`src/rtl/alu_seq_pkg.sv`:
```
// Shared definitions for the alu_seq command sequencer: FSM states,
// ALU op encodings and the saturating response-counter helper.
package alu_seq_pkg;

   typedef enum logic [1:0] {
      IDLE  = 2'd0,
      ISSUE = 2'd1,
      CAPT  = 2'd2,
      RESP  = 2'd3
   } state_e;

   localparam logic OP_ADD = 1'b0;
   localparam logic OP_SUB = 1'b1;

   localparam int EQ_CNT_W = 8;

   // Increment that sticks at all-ones instead of wrapping.
   function automatic logic [EQ_CNT_W-1:0] sat_inc(input logic [EQ_CNT_W-1:0] v);
      return (v == {EQ_CNT_W{1'b1}}) ? v : v + 1'b1;
   endfunction

endpackage

```
`src/rtl/alu_seq_fifo.sv`:
```
// Command FIFO for alu_seq. Pointer-based circular buffer with one extra
// pointer bit to tell full from empty. Push is ignored when full, pop is
// ignored when empty; full/empty depend on occupancy only.
module alu_seq_fifo #(
   parameter int W     = 33,
   parameter int DEPTH = 2
) (
   input  logic         clk,
   input  logic         rst,
   input  logic         push,
   input  logic [W-1:0] wdata,
   input  logic         pop,
   output logic [W-1:0] rdata,
   output logic         full,
   output logic         empty
);

   localparam int AW = $clog2(DEPTH);

   logic [W-1:0] mem_q [DEPTH];
   logic [AW:0]  wr_ptr_q, wr_ptr_d;
   logic [AW:0]  rd_ptr_q, rd_ptr_d;
   logic         push_ok, pop_ok;

   assign empty   = (wr_ptr_q == rd_ptr_q);
   assign full    = (wr_ptr_q[AW] != rd_ptr_q[AW]) &&
                    (wr_ptr_q[AW-1:0] == rd_ptr_q[AW-1:0]);
   assign push_ok = push && !full;
   assign pop_ok  = pop && !empty;
   assign rdata   = mem_q[rd_ptr_q[AW-1:0]];

   // Pointer advance; push and pop in the same cycle both take effect.
   always_comb begin
      wr_ptr_d = wr_ptr_q;
      rd_ptr_d = rd_ptr_q;
      if (push_ok) wr_ptr_d = wr_ptr_q + 1'b1;
      if (pop_ok)  rd_ptr_d = rd_ptr_q + 1'b1;
   end

   // Pointer registers; reset empties the FIFO.
   always_ff @(posedge clk or posedge rst) begin
      if (rst) begin
         wr_ptr_q <= '0;
         rd_ptr_q <= '0;
      end else begin
         wr_ptr_q <= wr_ptr_d;
         rd_ptr_q <= rd_ptr_d;
      end
   end

   // Storage write on accepted push.
   always_ff @(posedge clk or posedge rst) begin
      if (rst) begin
         for (int i = 0; i < DEPTH; i++) mem_q[i] <= '0;
      end else if (push_ok) begin
         mem_q[wr_ptr_q[AW-1:0]] <= wdata;
      end
   end

endmodule

```
`src/rtl/alu_seq.sv`:
```
// alu_seq: queues add/subtract commands, drives them one at a time into an
// external combinational ALU, captures the result and hands it out on a
// valid/ready response port. Counts delivered "equal" (zero-difference)
// responses in a saturating 8-bit counter.
// Optional feature macro ALU_SEQ_ACC_EN: per-command cmd_acc flag selects an
// accumulator (last delivered result) as the first ALU operand.
module alu_seq
   import alu_seq_pkg::*;
#(
   parameter int WIDTH      = 16,
   parameter int FIFO_DEPTH = 2
) (
   input  logic                clk,
   input  logic                rst,
   input  logic                cmd_valid,
   output logic                cmd_ready,
   input  logic                cmd_op,
   input  logic [WIDTH-1:0]    cmd_a,
   input  logic [WIDTH-1:0]    cmd_b,
`ifdef ALU_SEQ_ACC_EN
   input  logic                cmd_acc,
`endif
   output logic [WIDTH-1:0]    alu_in1,
   output logic [WIDTH-1:0]    alu_in2,
   output logic                alu_op,
   input  logic [WIDTH-1:0]    alu_result,
   input  logic                alu_diff,
   output logic                rsp_valid,
   input  logic                rsp_ready,
   output logic [WIDTH-1:0]    rsp_result,
   output logic                rsp_diff,
   output logic [EQ_CNT_W-1:0] eq_count
);

`ifdef ALU_SEQ_ACC_EN
   localparam int ENT_W = 2*WIDTH + 2;
`else
   localparam int ENT_W = 2*WIDTH + 1;
`endif

   state_e               state_q, state_d;
   logic [WIDTH-1:0]     alu_in1_q, alu_in1_d;
   logic [WIDTH-1:0]     alu_in2_q, alu_in2_d;
   logic                 alu_op_q, alu_op_d;
   logic                 rsp_valid_q, rsp_valid_d;
   logic [WIDTH-1:0]     rsp_result_q, rsp_result_d;
   logic                 rsp_diff_q, rsp_diff_d;
   logic [EQ_CNT_W-1:0]  eq_count_q, eq_count_d;

   logic                 fifo_push, fifo_pop, fifo_full, fifo_empty;
   logic [ENT_W-1:0]     push_data, head_data;
   logic                 head_op;
   logic [WIDTH-1:0]     head_a, head_b, head_in1;
   logic                 load;

`ifdef ALU_SEQ_ACC_EN
   logic [WIDTH-1:0]     acc_q, acc_d;
   logic                 head_acc;
   assign push_data = {cmd_acc, cmd_op, cmd_a, cmd_b};
   assign {head_acc, head_op, head_a, head_b} = head_data;
   // acc_d already reflects a handshake on this edge, so a command issued
   // back-to-back with the previous response sees that response's result.
   assign head_in1 = head_acc ? acc_d : head_a;
`else
   assign push_data = {cmd_op, cmd_a, cmd_b};
   assign {head_op, head_a, head_b} = head_data;
   assign head_in1  = head_a;
`endif

   assign cmd_ready = !fifo_full;
   assign fifo_push = cmd_valid && cmd_ready;
   assign fifo_pop  = load;

   alu_seq_fifo #(
      .W     (ENT_W),
      .DEPTH (FIFO_DEPTH)
   ) u_fifo (
      .clk   (clk),
      .rst   (rst),
      .push  (fifo_push),
      .wdata (push_data),
      .pop   (fifo_pop),
      .rdata (head_data),
      .full  (fifo_full),
      .empty (fifo_empty)
   );

   // Sequencer next-state: issue head, wait a cycle, capture, hold response.
   always_comb begin
      state_d      = state_q;
      alu_in1_d    = alu_in1_q;
      alu_in2_d    = alu_in2_q;
      alu_op_d     = alu_op_q;
      rsp_valid_d  = rsp_valid_q;
      rsp_result_d = rsp_result_q;
      rsp_diff_d   = rsp_diff_q;
      eq_count_d   = eq_count_q;
      load         = 1'b0;
`ifdef ALU_SEQ_ACC_EN
      acc_d        = acc_q;
`endif
      case (state_q)
         IDLE: begin
            if (!fifo_empty) begin
               load    = 1'b1;
               state_d = ISSUE;
            end
         end
         ISSUE: begin
            state_d = CAPT;
         end
         CAPT: begin
            rsp_result_d = alu_result;
            rsp_diff_d   = alu_diff;
            rsp_valid_d  = 1'b1;
            state_d      = RESP;
         end
         RESP: begin
            if (rsp_ready) begin
               rsp_valid_d = 1'b0;
               if (rsp_diff_q) eq_count_d = sat_inc(eq_count_q);
`ifdef ALU_SEQ_ACC_EN
               acc_d = rsp_result_q;
`endif
               if (!fifo_empty) begin
                  load    = 1'b1;
                  state_d = ISSUE;
               end else begin
                  state_d = IDLE;
               end
            end
         end
         default: state_d = IDLE;
      endcase
      if (load) begin
         alu_in1_d = head_in1;
         alu_in2_d = head_b;
         alu_op_d  = head_op;
      end
   end

   // State and datapath registers, all cleared by reset.
   always_ff @(posedge clk or posedge rst) begin
      if (rst) begin
         state_q      <= IDLE;
         alu_in1_q    <= '0;
         alu_in2_q    <= '0;
         alu_op_q     <= OP_ADD;
         rsp_valid_q  <= 1'b0;
         rsp_result_q <= '0;
         rsp_diff_q   <= 1'b0;
         eq_count_q   <= '0;
      end else begin
         state_q      <= state_d;
         alu_in1_q    <= alu_in1_d;
         alu_in2_q    <= alu_in2_d;
         alu_op_q     <= alu_op_d;
         rsp_valid_q  <= rsp_valid_d;
         rsp_result_q <= rsp_result_d;
         rsp_diff_q   <= rsp_diff_d;
         eq_count_q   <= eq_count_d;
      end
   end

`ifdef ALU_SEQ_ACC_EN
   // Accumulator: last delivered result.
   always_ff @(posedge clk or posedge rst) begin
      if (rst) acc_q <= '0;
      else     acc_q <= acc_d;
   end
`endif

   assign alu_in1    = alu_in1_q;
   assign alu_in2    = alu_in2_q;
   assign alu_op     = alu_op_q;
   assign rsp_valid  = rsp_valid_q;
   assign rsp_result = rsp_result_q;
   assign rsp_diff   = rsp_diff_q;
   assign eq_count   = eq_count_q;

endmodule

```
`config.mk`:
```
export PLATFORM = sky130hd
export DESIGN_NAME = alu_seq
export DESIGN_NICKNAME = d
export VERILOG_FILES = /design/src/rtl/alu_seq_pkg.sv /design/src/rtl/alu_seq_fifo.sv /design/src/rtl/alu_seq.sv
export SDC_FILE = /design/constraint.sdc
export NUM_CORES = 1
export LEC_CHECK = 0
export ABC_AREA = 1
export CORE_MARGIN = 4
export CORE_UTILIZATION = 52
export DETAILED_ROUTE_END_ITERATION = 6
export GPL_TIMING_DRIVEN = 0
export PLACE_DENSITY_LB_ADDON = 0.08
export SYNTH_ARGS = -nofsm -noshare
export SYNTH_HDL_FRONTEND = slang
export SYNTH_HIERARCHICAL = 1
export SYNTH_SLANG_ARGS = --single-unit
export TNS_END_PERCENT = 10
```
`constraint.sdc`:
```
create_clock -name clk -period 2.56 [get_ports clk]
set_input_delay 0.64 -clock clk [delete_from_list [all_inputs] [get_ports clk]]
set_output_delay 0.64 -clock clk [all_outputs]
set_load 0.05 [all_outputs]
```
==> summary.md <==
| Metric | Value |
|---|---|
| Status | `complete, no violations` |
| CTS H-tree lvls | `4` |
| Area fraction in compound gates after synthesis | `0.828%` |
| Leakage | `4.12 nW` |
| Area delta synth->final | `31.9%` |
| WS Path Type | `reg2out` |
| Syn Nets | `801` |
| Filler cells | `949` |
| Final Util | `69.8%` |
| Initial antenna violation count | `0` |
| GRT Resource Usage Total | `24.2%` |
| DR WL/cell | `14.8 um` |
| Final wirelength | `15200 um` |
| Core Footprint | `11400 um^2` |
| Crit path buffers/inverters | `7` |
| CTS Buf Count | `17` |
| Slowest CP cell | `dfrtp_1` |
| Max rail drop VDD | `0.000883 V` |
| Hold WC Path Type | `reg2reg` |
| Critical Path Fanout Max | `10` |
| Worst Tran Pin Value | `0.892 ns` |
| DIE WIDTH | `116 um` |
| Synth Area in XOR/XNOR | `0.580%` |
| Most frequent cells in the layout | `423 x nand2_1, 131 x dfrtp_1, 112 x clkdlybuf4s50_1, 68 x nand4_1, 19 x clkbuf_1` |
| Antenna-violating nets left | `0` |
| Kind of start point of the critical path | `flip-flop` |
| Synth cell types | `23` |
| Synth warn | `6` |
| CP top delay family | `buffers and inverters` |
| Initial Utilization | `52.9%` |
| DR iter-0 viols | `357` |
| Mux cell area share after synthesis | `0%` |
| TritonCTS clock tree | `built` |
| Post-synthesis register bit count | `131` |
| Via density | `5.31` |
| Chip height | `116 um` |
| DIE AREA | `13400 um^2` |
| Root Buffer | `clkbuf_16` |
| Routability Congestion | `0.865` |
| Crit path DAT | `1.81 ns` |
| Vias in the first global route | `5360` |
| Crit-path max cell delay | `0.37 ns` |
| Setup ws final | `0.109 ns` |
| Power Density | `1470 nW/um^2` |
| HPWL after detailed placement | `10700 um` |
| Setup Skew | `0.00507 ns` |
| Fin crit period | `2.45 ns` |
| First-pass detailed-route iteration total | `5` |
| Sink Count | `131` |
| Netlist Area Pre-Place | `6040 um^2` |
| Sum Neg Setup Slack | `0 ns` |
| Most common cell after layout, fill and taps aside | `nand2_1` |
| Largest family of logic cells by synthesized area | `simple AND/OR/NAND/NOR gates` |
| Synth Area in Simple Gates | `37.3%` |
| Hold Vio Cnt, Final | `0` |
| IO Port Bufs | `113` |
| Synthesized instance count | `741` |
| Synth top area share | `54.3%` |
| Via count | `5466` |
| Final worst path period share | `95.7%` |
| Critical Path RT | `1.92 ns` |
| Top Ports | `114` |
| Pin count of the biggest net entering global routing | `71` |
| Adder-cell share of the synthesized area | `1.24%` |
| Setup Viol. Count Final | `0` |
| Syn avg cell area | `8.15 um^2` |
| Max cap viols | `0` |
| Pre-CTS setup slack | `-0.0877 ns` |
| Clock latency on the worst-skew pair | `0.41 ns` |
| GRT overflow | `0` |
| Max Freq | `408 MHz` |
| Slew HR | `40.6%` |
| Number of core rows | `39` |
| Nets | `934` |
| Slew Viols, Final | `0` |
| Max Buffers Root-to-Sink | `2` |
| First-pass GRT wire length | `25400 um` |
| Most frequent CP cell | `buf_6` |
| Area leader, netlist | `dfrtp_1` |
| Crit end category | `output pin` |
| Antenna cell count | `0` |
| Seq/Total Area, Yosys | `54.3%` |
| DRC | `0` |
| RSZ-0062 raised after global routing | `no` |
| Share of layout cells above drive strength 1 | `8.92%` |
| Worst path cell trace | `buf_6 > inv_6 > nand2_2 > nand2_4 > nand2_8 > buf_6 > buf_8 > inv_1 > inv_1 > buf_6` |
| Clock-pin transition on the worst setup and hold timing paths | `0.05 ns` |
| Synth top area cells | `dfrtp_1 54%, nand2_1 26%, nand4_1 7.0%, buf_2 1.2%, ha_1 1.2%` |
synthesized netlist by cell type, drive strengths merged:
cell	instances
xor2	3
nand4	68
nor2	12
xnor2	1
buf	30
clkbuf	14
a21oi	3
nand2	433
inv	24
nand3	9
ha	6
dfrtp	131
o21ai	7
metrics by stage:
stage,cells,area (um^2),total power (W),hold WS [ns]
after floorplan,741,6040,0.00754,0.442
after global placement,997,7350,0.00915,0.453
after detailed placement,998,7370,0.00932,0.458
after CTS,1029,7950,0.0117,0.471
after global routing,1029,7970,0.0125,0.488
final,1029,7970,0.0117,0.467
worst register-to-register path, stage by stage (launching register included):
cell	delay, ns
dfrtp_1	0.38
buf_4	0.18
nand2_2	0.10
nand2_4	0.07
nand2_8	0.09
buf_6	0.15
buf_8	0.15
inv_1	0.06
nor2_1	0.12
buf_2	0.23
buf_2	0.26
buf_2	0.26
nand4_1	0.14
nand2_1	0.10
power by group:
group / total, W / leakage, nW / switching [W] / internal, W
sequential: 0.00353 / 1.65 / 0.000523 / 0.00300
clock: 0.00238 / 0.287 / 0.000825 / 0.00155
combinational: 0.00581 / 2.19 / 0.00393 / 0.00188
state kept, by name, indices dropped and copies added, names as in the netlist:
register,cells
rsp_diff,1
alu_in1,16
state_q,2
rsp_valid,1
u_fifo/rd_ptr_q,2
alu_in2,16
u_fifo/mem_q,66
u_fifo/wr_ptr_q,2
rsp_result,16
eq_count,8
alu_op,1
kinds of logic (layout without fill, tap and decap cells):
| group | after synthesis | after routing |
|---|---|---|
| AND/OR/NAND/NOR | 522 | 522 |
| XOR/XNOR | 4 | 4 |
| AO/OA/AOI/OAI | 10 | 10 |
| flip-flops | 131 | 131 |
| buffers and inverters | 68 | 213 |
| adder cells (fa/ha/maj) | 6 | 6 |
worst paths after layout:
path | depth (start not counted) | slack [ns] | startpoint | end
setup / recovery | 10 | 0.11 | u_fifo/rd_ptr_q[0]$_DFFE_PP0P_ | cmd_ready
hold / removal | 2 | 0.47 | u_fifo/mem_q[7]$_DFFE_PP0P_ | u_fifo/mem_q[7]$_DFFE_PP0P_
setup reg to reg | 13 | 0.20 | u_fifo/wr_ptr_q[0]$_DFFE_PP0P_ | u_fifo/mem_q[20]$_DFFE_PP0P_
hold reg to reg | 2 | 0.47 | u_fifo/mem_q[7]$_DFFE_PP0P_ | u_fifo/mem_q[7]$_DFFE_PP0P_
max in group asynchronous | 2 | 1.16 | rst | u_fifo/mem_q[8]$_DFFE_PP0P_
min in group asynchronous | 2 | 0.72 | rst | rsp_result[6]$_DFFE_PP0P_
area by class of cell:
type	count	area, um^2	area share, %
buffer	44	265	3.33
clock buffer	27	513	6.44
clock inverter	4	70.1	0.879
inverter	24	103	1.29
multi-input combinational	542	2410	30.2
sequential	131	3280	41.1
tap	143	179	2.24
timing repair buffer	114	1150	14.5
what timing repair did:
action                     4_1_cts  5_1_grt
setup buffers                    0        0
setup endpoints to repair        1        6
hold buffers                     0        0
resized for setup                5        7
metal layers:
metal	GRT usage (%)	wire [um]	part of all wire [%]	vias up
li1	-	-	-	2617
met5	0	0	0	-
met1	30.7	6450	42	2600
met2	39.9	7470	49	212
met3	5.07	922	6.1	37
met4	11.5	386	2.5	0
No activity file was read; power rests on OpenSTA's default activity.
